==> config.mk <==
export PLATFORM = sky130hd
export DESIGN_NAME = mem_bus_arbiter
export DESIGN_NICKNAME = d
export VERILOG_FILES = /design/src/rtl/mem_bus_arbiter_pkg.sv /design/src/rtl/mem_bus_arbiter_tag_owner_table.sv /design/src/rtl/mem_bus_arbiter.sv
export SDC_FILE = /design/constraint.sdc
export NUM_CORES = 1
export LEC_CHECK = 0
export ABC_AREA = 1
export CAP_MARGIN = 5
export CORE_AREA = 2 2 151 153
export CTS_CLUSTER_DIAMETER = 60
export DETAILED_ROUTE_END_ITERATION = 10
export DIE_AREA = 0 0 153 155
export GPL_ROUTABILITY_DRIVEN = 0
export PLACE_DENSITY_LB_ADDON = 0.08
export SLEW_MARGIN = 20
export SYNTH_ARGS = -nofsm -noshare
export SYNTH_HDL_FRONTEND = slang
export SYNTH_HIERARCHICAL = 1
export SYNTH_SLANG_ARGS = --single-unit
==> constraint.sdc <==
create_clock -name clock -period 2 [get_ports clock]
set_input_delay 0.4 -clock clock [delete_from_list [all_inputs] [get_ports clock]]
set_output_delay 0.4 -clock clock [all_outputs]
set_load 0.005 [all_outputs]
==> src/rtl/mem_bus_arbiter_pkg.sv <==
`default_nettype none
// +--------------------------------------------------------------------+
// | mem_bus_arbiter_pkg: shared bus command, FSM and requester types   |
// | Rev 1.0                                                            |
// +--------------------------------------------------------------------+
package mem_bus_arbiter_pkg;

  typedef enum logic [1:0] {
    BUS_NONE  = 2'd0,
    BUS_LOAD  = 2'd1,
    BUS_STORE = 2'd2
  } bus_command_e;

  typedef enum logic {
    ARB_IDLE = 1'b0,
    ARB_HOLD = 1'b1
  } arb_state_e;

  typedef enum logic {
    REQ_D = 1'b0,
    REQ_I = 1'b1
  } req_id_e;

  localparam int C_ADDR_W = 32;
  localparam int C_DATA_W = 64;

endpackage
`default_nettype wire

==> src/rtl/mem_bus_arbiter_tag_owner_table.sv <==
`default_nettype none
// +--------------------------------------------------------------------+
// | mem_bus_arbiter_tag_owner_table: valid+owner record per load tag   |
// | Rev 1.0                                                            |
// +--------------------------------------------------------------------+
module mem_bus_arbiter_tag_owner_table
  import mem_bus_arbiter_pkg::*;
#(
  parameter int NUM_TAGS = 16,
  parameter int TAG_W    = $clog2(NUM_TAGS)
) (
  input  logic             clk,
  input  logic             rst,
  input  logic             i_set_en,
  input  logic [TAG_W-1:0] i_set_tag,
  input  req_id_e          i_set_owner,
  input  logic             i_clr_en,
  input  logic [TAG_W-1:0] i_clr_tag,
  input  logic [TAG_W-1:0] i_lk_tag,
  output logic             o_lk_valid,
  output req_id_e          o_lk_owner,
  input  logic [TAG_W-1:0] i_chk_tag,
  output logic             o_chk_valid
);

  logic [NUM_TAGS-1:0] r_valid;
  logic [NUM_TAGS-1:0] r_owner;

  // Set is applied after clear so a tag returned and re-issued in one cycle stays valid.
  always_ff @(posedge clk or posedge rst) begin
    if (rst) begin
      r_valid <= '0;
      r_owner <= '0;
    end else begin
      if (i_clr_en) r_valid[i_clr_tag] <= 1'b0;
      if (i_set_en) begin
        r_valid[i_set_tag] <= 1'b1;
        r_owner[i_set_tag] <= i_set_owner;
      end
    end
  end

  assign o_lk_valid  = r_valid[i_lk_tag];
  assign o_lk_owner  = req_id_e'(r_owner[i_lk_tag]);
  assign o_chk_valid = r_valid[i_chk_tag];

endmodule
`default_nettype wire

==> src/rtl/mem_bus_arbiter.sv <==
`default_nettype none
// +--------------------------------------------------------------------+
// | mem_bus_arbiter: shares the memory port between dcache and icache  |
// | Rev 1.0                                                            |
// +--------------------------------------------------------------------+
module mem_bus_arbiter
  import mem_bus_arbiter_pkg::*;
#(
  parameter int NUM_TAGS     = 16,
  parameter int STARVE_LIMIT = 4,
  localparam int TAG_W       = $clog2(NUM_TAGS)
) (
  input  logic                clock,
  input  logic                reset,
  input  logic [1:0]          d_command,
  input  logic [C_ADDR_W-1:0] d_addr,
  input  logic [C_DATA_W-1:0] d_data,
  input  logic [1:0]          i_command,
  input  logic [C_ADDR_W-1:0] i_addr,
  input  logic [TAG_W-1:0]    mem2proc_response,
  input  logic [C_DATA_W-1:0] mem2proc_data,
  input  logic [TAG_W-1:0]    mem2proc_tag,
  output logic [1:0]          proc2mem_command,
  output logic [C_ADDR_W-1:0] proc2mem_addr,
  output logic [C_DATA_W-1:0] proc2mem_data,
  output logic [TAG_W-1:0]    d_response,
  output logic [TAG_W-1:0]    i_response,
  output logic [TAG_W-1:0]    d_tag,
  output logic [TAG_W-1:0]    i_tag,
  output logic [C_DATA_W-1:0] mem_data_out,
  output logic                tag_err
);

  localparam int               CNT_W   = $clog2(STARVE_LIMIT + 1);
  localparam logic [CNT_W-1:0] C_LIMIT = CNT_W'(STARVE_LIMIT);

  arb_state_e       r_state, w_state_nxt;
  req_id_e          r_lock, w_lock_nxt, w_grant, w_lk_owner;
  logic [CNT_W-1:0] r_starve, w_starve_nxt;
  logic [1:0]       w_cmd;
  logic             w_d_req, w_i_req, w_grant_vld, w_i_granted;
  logic             w_active, w_accept, w_set, w_ret, w_lk_valid, w_chk_valid;

  assign w_d_req = (d_command != BUS_NONE);
  assign w_i_req = (i_command != BUS_NONE);

  // D wins unless I has starved; with I idle a saturated counter must not block D.
  always_comb begin
    w_grant     = REQ_D;
    w_grant_vld = 1'b0;
    if (r_state == ARB_HOLD) begin
      w_grant     = r_lock;
      w_grant_vld = 1'b1;
    end else if (w_d_req && ((r_starve < C_LIMIT) || !w_i_req)) begin
      w_grant     = REQ_D;
      w_grant_vld = 1'b1;
    end else if (w_i_req) begin
      w_grant     = REQ_I;
      w_grant_vld = 1'b1;
    end
  end

  assign w_cmd       = !w_grant_vld ? 2'(BUS_NONE) : ((w_grant == REQ_I) ? i_command : d_command);
  assign w_active    = (w_cmd != BUS_NONE);
  assign w_accept    = w_active && (mem2proc_response != '0);
  assign w_set       = w_accept && (w_cmd == BUS_LOAD);
  assign w_ret       = (mem2proc_tag != '0);
  assign w_i_granted = w_grant_vld && (w_grant == REQ_I);

  always_ff @(posedge clock or posedge reset) begin
    if (reset) begin
      r_state  <= ARB_IDLE;
      r_lock   <= REQ_D;
      r_starve <= '0;
    end else begin
      r_state  <= w_state_nxt;
      r_lock   <= w_lock_nxt;
      r_starve <= w_starve_nxt;
    end
  end

  always_comb begin
    w_state_nxt  = ARB_IDLE;
    w_lock_nxt   = r_lock;
    w_starve_nxt = r_starve;
    if (w_active && (mem2proc_response == '0)) begin
      w_state_nxt = ARB_HOLD;
      w_lock_nxt  = w_grant;
    end
    if (w_i_granted && w_accept) begin
      w_starve_nxt = '0;
    end else if (w_i_req && !w_i_granted && (r_starve < C_LIMIT)) begin
      w_starve_nxt = r_starve + CNT_W'(1);
    end
  end

  mem_bus_arbiter_tag_owner_table #(
    .NUM_TAGS (NUM_TAGS)
  ) u_tag_table (
    .clk         (clock),
    .rst         (reset),
    .i_set_en    (w_set),
    .i_set_tag   (mem2proc_response),
    .i_set_owner (w_grant),
    .i_clr_en    (w_ret && w_lk_valid),
    .i_clr_tag   (mem2proc_tag),
    .i_lk_tag    (mem2proc_tag),
    .o_lk_valid  (w_lk_valid),
    .o_lk_owner  (w_lk_owner),
    .i_chk_tag   (mem2proc_response),
    .o_chk_valid (w_chk_valid)
  );

  // Everything is forced quiet while reset is held, independent of the clock.
  always_comb begin
    proc2mem_command = 2'(BUS_NONE);
    proc2mem_addr    = '0;
    proc2mem_data    = '0;
    d_response       = '0;
    i_response       = '0;
    d_tag            = '0;
    i_tag            = '0;
    mem_data_out     = '0;
    tag_err          = 1'b0;
    if (!reset) begin
      proc2mem_command = w_cmd;
      mem_data_out     = mem2proc_data;
      if (w_active) begin
        proc2mem_addr = (w_grant == REQ_I) ? i_addr : d_addr;
        proc2mem_data = (w_grant == REQ_I) ? '0 : d_data;
        if (w_grant == REQ_I) i_response = mem2proc_response;
        else                  d_response = mem2proc_response;
      end
      if (w_ret && w_lk_valid) begin
        if (w_lk_owner == REQ_I) i_tag = mem2proc_tag;
        else                     d_tag = mem2proc_tag;
      end
      tag_err = (w_ret && !w_lk_valid) ||
                (w_set && w_chk_valid && (mem2proc_tag != mem2proc_response));
    end
  end

endmodule
`default_nettype wire
### Word-level counts from Yosys, hierarchy flattened

Index checks and enable logic that the tools add are counted.

| storage, ports and cells | value |
|---|---|
| input bits | 206 |
| logic and storage cells | 86 |
| bits in registers | 37 |
| output and inout bits | 179 |

| cells by class | value |
|---|---|
| $lt $le $gt $ge | 5 |
| equal/unequal tests | 2 |
| reductions and logical operators | 26 |
| add/sub/neg operators | 1 |
| multiplexer cells | 44 |
| bitwise gates (word level) | 3 |

Operators with widths:

| operator | count |
|---|---|
| 2-to-1 mux 64 bit | 4 |
| 2-to-1 mux 32 bit | 3 |
| 2-to-1 mux 4 bit | 12 |
| 2-to-1 mux 16 bit | 2 |
| bitwise AND 16 bit | 1 |
| bitwise mux 16 bit | 1 |
| inverter 16 bit | 1 |
| bitwise OR 16 bit | 1 |
| logical AND 1 bit | 14 |
| binary-select mux 1 bit (select 4 bit) | 3 |
| 2-to-1 mux 1 bit | 12 |
| less-than comparator 4 x 5 -> 1 bit, second input constant | 2 |
| demux 1 bit (select 4 bit) | 2 |
| greater-or-equal comparator 4 x 1 -> 1 bit, second input constant | 2 |
| nonzero test 2 bit | 4 |
| nonzero test 4 bit | 2 |
| 2-to-1 mux 2 bit | 3 |
| 2-to-1 mux 3 bit | 2 |
| logical NOT 4 bit | 1 |
| != test 4 bit | 1 |
| adder 3 x 1 -> 3 bit, second input constant | 1 |
| logical NOT 1 bit | 3 |
| less-than comparator 3 bit, second input constant | 1 |
| == test 2 x 1 -> 1 bit, second input constant | 1 |
| logical OR 1 bit | 2 |

### Longest topological paths before layout

| logic depth | value |
|---|---|
| depth after elaboration | 15 |
| gate-level depth with buffers | 14 |
| depth with buffers taken out | 12 |

### Hierarchy

The synthesis kept the hierarchy.

By module, submodules not included:

| module | seq. area each (um^2) | area each (um^2) | cells an instance | instances |
|---|---|---|---|---|
| mem_bus_arbiter | 125.1 | 2265.9 | 485 | 1 |
| mem_bus_arbiter_tag_owner_table | 800.8 | 1909.3 | 283 | 1 |

### Worst setup path before layout

Ideal clock, no wire load.

| path | value |
|---|---|
| kind | input-to-output |
| from | input mem2proc_tag[0] |
| to | output d_tag[0] |
| setup slack | -14 ps |
| stages on the path | 11 |
| buffers on the path | 2 |
| data required time | 1600 ps |
| arrival time | 1614 ps |
| cells stage by stage | buf_6 > buf_4 > nand2_1 > nand3_1 > nand3_1 > nand3_1 > nand2_1 > inv_1 > nor2_1 > inv_1 > nor3_1 |

| on the way | value |
|---|---|
| word-level cells in the longest chain between the ends | 5 |
| elaborated cells between the ends (all ways) | 9 |
| those cells by class | mux: 7; reduce/logical: 2 |

Ends and longest elaborated chain:

| what | line | RTL |
|---|---|---|
| start, declared | mem_bus_arbiter.sv:22 | `input logic [TAG_W-1:0] mem2proc_tag,` |
| binary-select mux 1 bit (select 4 bit) | mem_bus_arbiter_tag_owner_table.sv:43 | `assign o_lk_valid = r_valid[i_lk_tag];` |
| 2-to-1 mux 1 bit (implied by the code) | mem_bus_arbiter_tag_owner_table.sv:43 |  |
| named net w_lk_valid | mem_bus_arbiter.sv:42 | `logic w_active, w_accept, w_set, w_ret, w_lk_valid, w_chk_valid;` |
| logical AND 1 bit | mem_bus_arbiter.sv:134 | `if (w_ret && w_lk_valid) begin` |
| 2-to-1 mux 4 bit | mem_bus_arbiter.sv:134 |  |
| 2-to-1 mux 4 bit | mem_bus_arbiter.sv:125 | `if (!reset) begin` |
| end, declared | mem_bus_arbiter.sv:28 | `output logic [TAG_W-1:0] d_tag,` |

The timed path passes the listed nets, and every way through them passes these cells. The select of a mux whose other input is x is not followed.

### Final worst setup path

| path | value |
|---|---|
| from | input d_command[1] |
| to | output proc2mem_addr[11] |

| on the way | value |
|---|---|
| word-level cells in the longest chain between the ends | 9 |
| elaborated cells between the ends (all ways) | 12 |
| those cells by class | mux: 9; reduce/logical: 3 |

Ends and longest elaborated chain:

| what | line | RTL |
|---|---|---|
| start, declared | mem_bus_arbiter.sv:15 | `input logic [1:0] d_command,` |
| nonzero test 2 bit | mem_bus_arbiter.sv:44 | `assign w_d_req = (d_command != BUS_NONE);` |
| logical AND 1 bit | mem_bus_arbiter.sv:54 | `end else if (w_d_req && ((r_starve < C_LIMIT) \|\| !w_i_req)) begin` |
| 2-to-1 mux 1 bit | mem_bus_arbiter.sv:54 |  |
| 2-to-1 mux 1 bit | mem_bus_arbiter.sv:51 | `if (r_state == ARB_HOLD) begin` |
| 2-to-1 mux 2 bit (2 in series) | mem_bus_arbiter.sv:63 | `assign w_cmd = !w_grant_vld ? 2'(BUS_NONE) : ((w_grant == REQ_I) ? i_command : d_command);` |
| nonzero test 2 bit | mem_bus_arbiter.sv:64 | `assign w_active = (w_cmd != BUS_NONE);` |
| 2-to-1 mux 32 bit (*) | mem_bus_arbiter.sv:128 | `if (w_active) begin` |
| 2-to-1 mux 32 bit (*) | mem_bus_arbiter.sv:125 |  |
| end, declared | mem_bus_arbiter.sv:24 | `output logic [C_ADDR_W-1:0] proc2mem_addr,` |

Every way passes the cells marked *; elsewhere a longest branch is shown, timed or not.

==> key figures <==
Drt
  – Wirelength, routed: about 26000 um
  – Vias: 6615
  – Drt pass-1 iters: 6
  – Routed length per placed instance: 16.7 um
  – Antenna Nets Post-Route: 0
  – DR vias/cell: around 4.2
  – Initial detailed-routing violation count: roughly 380
  – Remaining DRCs: 0

STA
  – Setup TNS: -35430 ps
  – Worst slew pin tran: approximately 440 ps
  – Final Hold Viols: 0
  – Post-route setup slack: -408 ps
  – Share of the cycle needed by the critical path after routing: 120%
  – Slew HR: between 70% and 80%
  – Final setup viols: 114
  – Fmax: between 400 and 500 MHz
  – RSZ-0062 raised after global routing: true
  – Final Critical Period: 2410 ps
  – Slew Limit Fails: 0
  – Clock Skew: approximately 4.9 ps

Floorplanning
  – Total Die Area: ~24000 um2
  – Boundary Pins: 385
  – Initial Util: around a fifth
  – Die Y-Extent: between 150 and 200 um
  – Core Box Area: ~22000 um2
  – Die W: 153 um
  – Site row count: 55

Run status
  – Outcome: complete, but fails checks
  – Violated checks: setup timing

Cells and area
  – Syn-to-layout area delta: 156%
  – Non-filler cells, final: ~1.6k
  – Post-route core utilization: 48.1%
  – Nets: 1491
  – Share of cells above drive strength 1: approximately two fifths

Synth
  – Synthesized flop and latch total: 37
  – Post-synthesis cell type count: 31
  – Syn_nets: 975
  – Sequential area share after synthesis: 22.2%
  – Average cell area after synthesis: ~5.4 um2
  – Synth Cell Area: ~4200 um2
  – Post-synthesis instance total: around 770
  – Ys Warns: 6

CTS
  – CTS root buffer: clkbuf_16
  – CTS H-tree lvls: 2
  – Worst-skew pair later-pin latency: about 290 ps
  – CTS tree: done
  – CTS buffer count: 5
  – Clk buf depth: 2
  – Clock sinks: 37
  – Reg clk slew, reported paths: around 60 ps

Pwr
  – LEAKAGE: 5.70 nW
  – Internal Pwr Total: about 0.0045 W
  – Net Sw Power: roughly 0.0031 W
  – Maximum VDD drop: about 300 uV
  – Clock share of power: a little over a tenth
  – Seq pwr share: between 10% and 20%
  – Combinational power share: ~73%
  – Switch share: approximately two fifths
  – Power per Cell Area: 714 nW/um2

Global route
  – Antenna violations before repair: 1
  – Largest net degree at the start of global routing: 48
  – GRT Total Usage: between 20% and 30%
  – Global-route wire length before repair: 37600 um
  – Remaining global-route overflow: 0
  – Number of global-route vias before repair: around 6.4k

Critical path
  – Arr. time, crit path: ~2000 ps
  – Largest delay share family, worst path: buffers and inverters
  – Startpoint Class: input port
  – CP peak stage delay: around 260 ps
  – WP buf/inv: 7
  – Crit Path Class: input port to primary output
  – Crit path cell chain: dlygate4sd2_1 > o21ai_2 > nand2_2 > nand2_4 > nand2_2 > nand2_2 > inv_4 > buf_12 > a21oi_4 > inv_8 > buf_6 > buf_12 > nor2_2 > buf_2
  – Crit-path max FO: 8
  – Cell with the most instances on the worst path: nand2_2
  – RR Startpoint: r_starve[2]$_DFFE_PP0P_
  – Crit. Startpoint: d_command[1]
  – Crit-path slowest cell: dlygate4sd2_1
  – CP Capture Type: primary output
  – Required @ worst endpoint: roughly 1600 ps

Placed design
  – Inst Count DP: 1476
  – DP Wirelength: between 20000 and 25000 um
  – Port Buf Inserts: about 380

Flow run
  – Maxcap violations: 0

Hold path
  – Path type of the worst min-delay path: input port to asynchronous set/reset pin
==> worst register-to-register path, cell delays in order, from the launching register on <==
cell and delay (ps):
dfrtp_1 390, inv_2 80, o21ai_2 60, nand2_2 100, nand2_4 90, buf_6 140, buf_12 120, buf_16 130
buf_4 150, buf_4 150, nor3_1 130, buf_4 150, xor2_1 140, nand2_1 60, inv_1 50
==> routing by layer <==
metal  wire length, um  track usage, %  vias to the layer above
li1                  -               -                     3328
met1              9630            22.4                     3009
met2             14400            39.7                      249
met3              1520            4.21                       29
met4               655            6.00                        0
met5                 0               0                        -
==> state kept, by name, summed over array words and instances, names as in the netlist <==
| signal | flops |
|---|---|
| u_tag_table/r_owner | 16 |
| u_tag_table/r_valid | 16 |
| r_starve | 3 |
| r_lock | 1 |
| r_state | 1 |
==> worst paths after layout <==
check                                                           end  slack, ps  cells after the start
worst max-delay path                              proc2mem_addr[11]       -410                     14
worst min-delay path            u_tag_table/r_owner[11]$_DFFE_PP0P_        320                      3
worst max register to register              r_starve[0]$_DFFE_PP0P_          0                     14
worst min register to register     u_tag_table/r_valid[1]$_DFF_PP0_        490                      2
max in group asynchronous          u_tag_table/r_valid[4]$_DFF_PP0_       1370                      3
min in group clock                 u_tag_table/r_valid[1]$_DFF_PP0_        490                      2
==> cells by family after synthesis <==
group	Yosys count	synth area share, %
simple gates	462	45.7
buf+inv	189	19.5
compound gates	56	6.89
flops	37	22.2
mux	18	4.32
xor+xnor	5	1.05
fa+ha+maj	1	0.300
==> cells in the final DEF, fill, tap and decap left out, drive strengths merged, types with 3 or more instances in the layout <==
cell and n:
nand2 221, clkdlybuf4s50 215, buf 271, nand3 52, dlygate4sd2 23, xor2 3, a21oi 16, nor3 22
dfrtp 37, clkbuf 17, clkinv 5, nor2 162, dlymetal6s2s 24, mux2i 18, inv 149, o21ai 38
==> per-stage QoR <==
stage | setup WS, ps | hold slack [ps] | power [W] | instance area, um2
after floorplan | 71.4 | 203 | 0.00293 | 4180
after global placement | -1060 | 475 | 0.00500 | 8750
after detailed placement | -1080 | 486 | 0.00499 | 8750
after CTS | -432 | 335 | 0.00693 | 9720
after global routing | -495 | 372 | 0.00815 | 10700
final | -408 | 319 | 0.00763 | 10700
==> cells in the mapped netlist <==
cell	instances	area share, %
nand3_1	52	6.2
mux2i_1	18	4.3
or2_2	2	0.30
nand2_1	215	19
nor2_2	15	2.2
nor2_1	147	13
a21oi_1	15	1.8
xnor2_1	2	0.42
a22oi_1	1	0.18
buf_2	8	0.96
inv_4	1	0.15
a21oi_2	1	0.21
nor3b_1	1	0.18
xor2_1	3	0.63
nor4_1	1	0.15
nand4_1	1	0.15
dfrtp_1	37	22
buf_4	13	2.3
nor3_4	1	0.39
nand2_2	5	0.75
nor3_1	21	2.5
nand2_4	1	0.27
a31oi_1	1	0.15
ha_1	1	0.30
inv_1	143	13
o21ai_0	26	3.1
inv_2	6	0.54
buf_6	6	1.6
o21ai_1	12	1.4
clkinv_1	2	0.18
clkbuf_1	10	0.90
==> cell type report <==
class	count	area, um2
repair buffers	546	5250
well taps	285	357
flip-flops and latches	37	926
diodes	1	2.50
fillers	2285	11500
clock inverters	2	13.8
inverters	152	611
multi-input cells	542	3390
clock buffers	6	139
==> timing repair <==
item,CTS,global route
hold buffers,0,0
pin swaps,41,54
gates resized for setup,682,259
cloned,11,6
endpoints found under the setup margin,167,170
setup buffers,61,26
==> power by group through the flow <==
stage / logic, W / registers, W / clock network, W
detailed placement: 0.00378 / 0.00121 / 0
CTS: 0.00488 / 0.00122 / 0.000832
floorplan: 0.00177 / 0.00117 / 0
global placement: 0.00379 / 0.00120 / 0
global route: 0.00601 / 0.00126 / 0.000880
finish: 0.00559 / 0.00123 / 0.000814
Power figures use the tool's default switching activity.
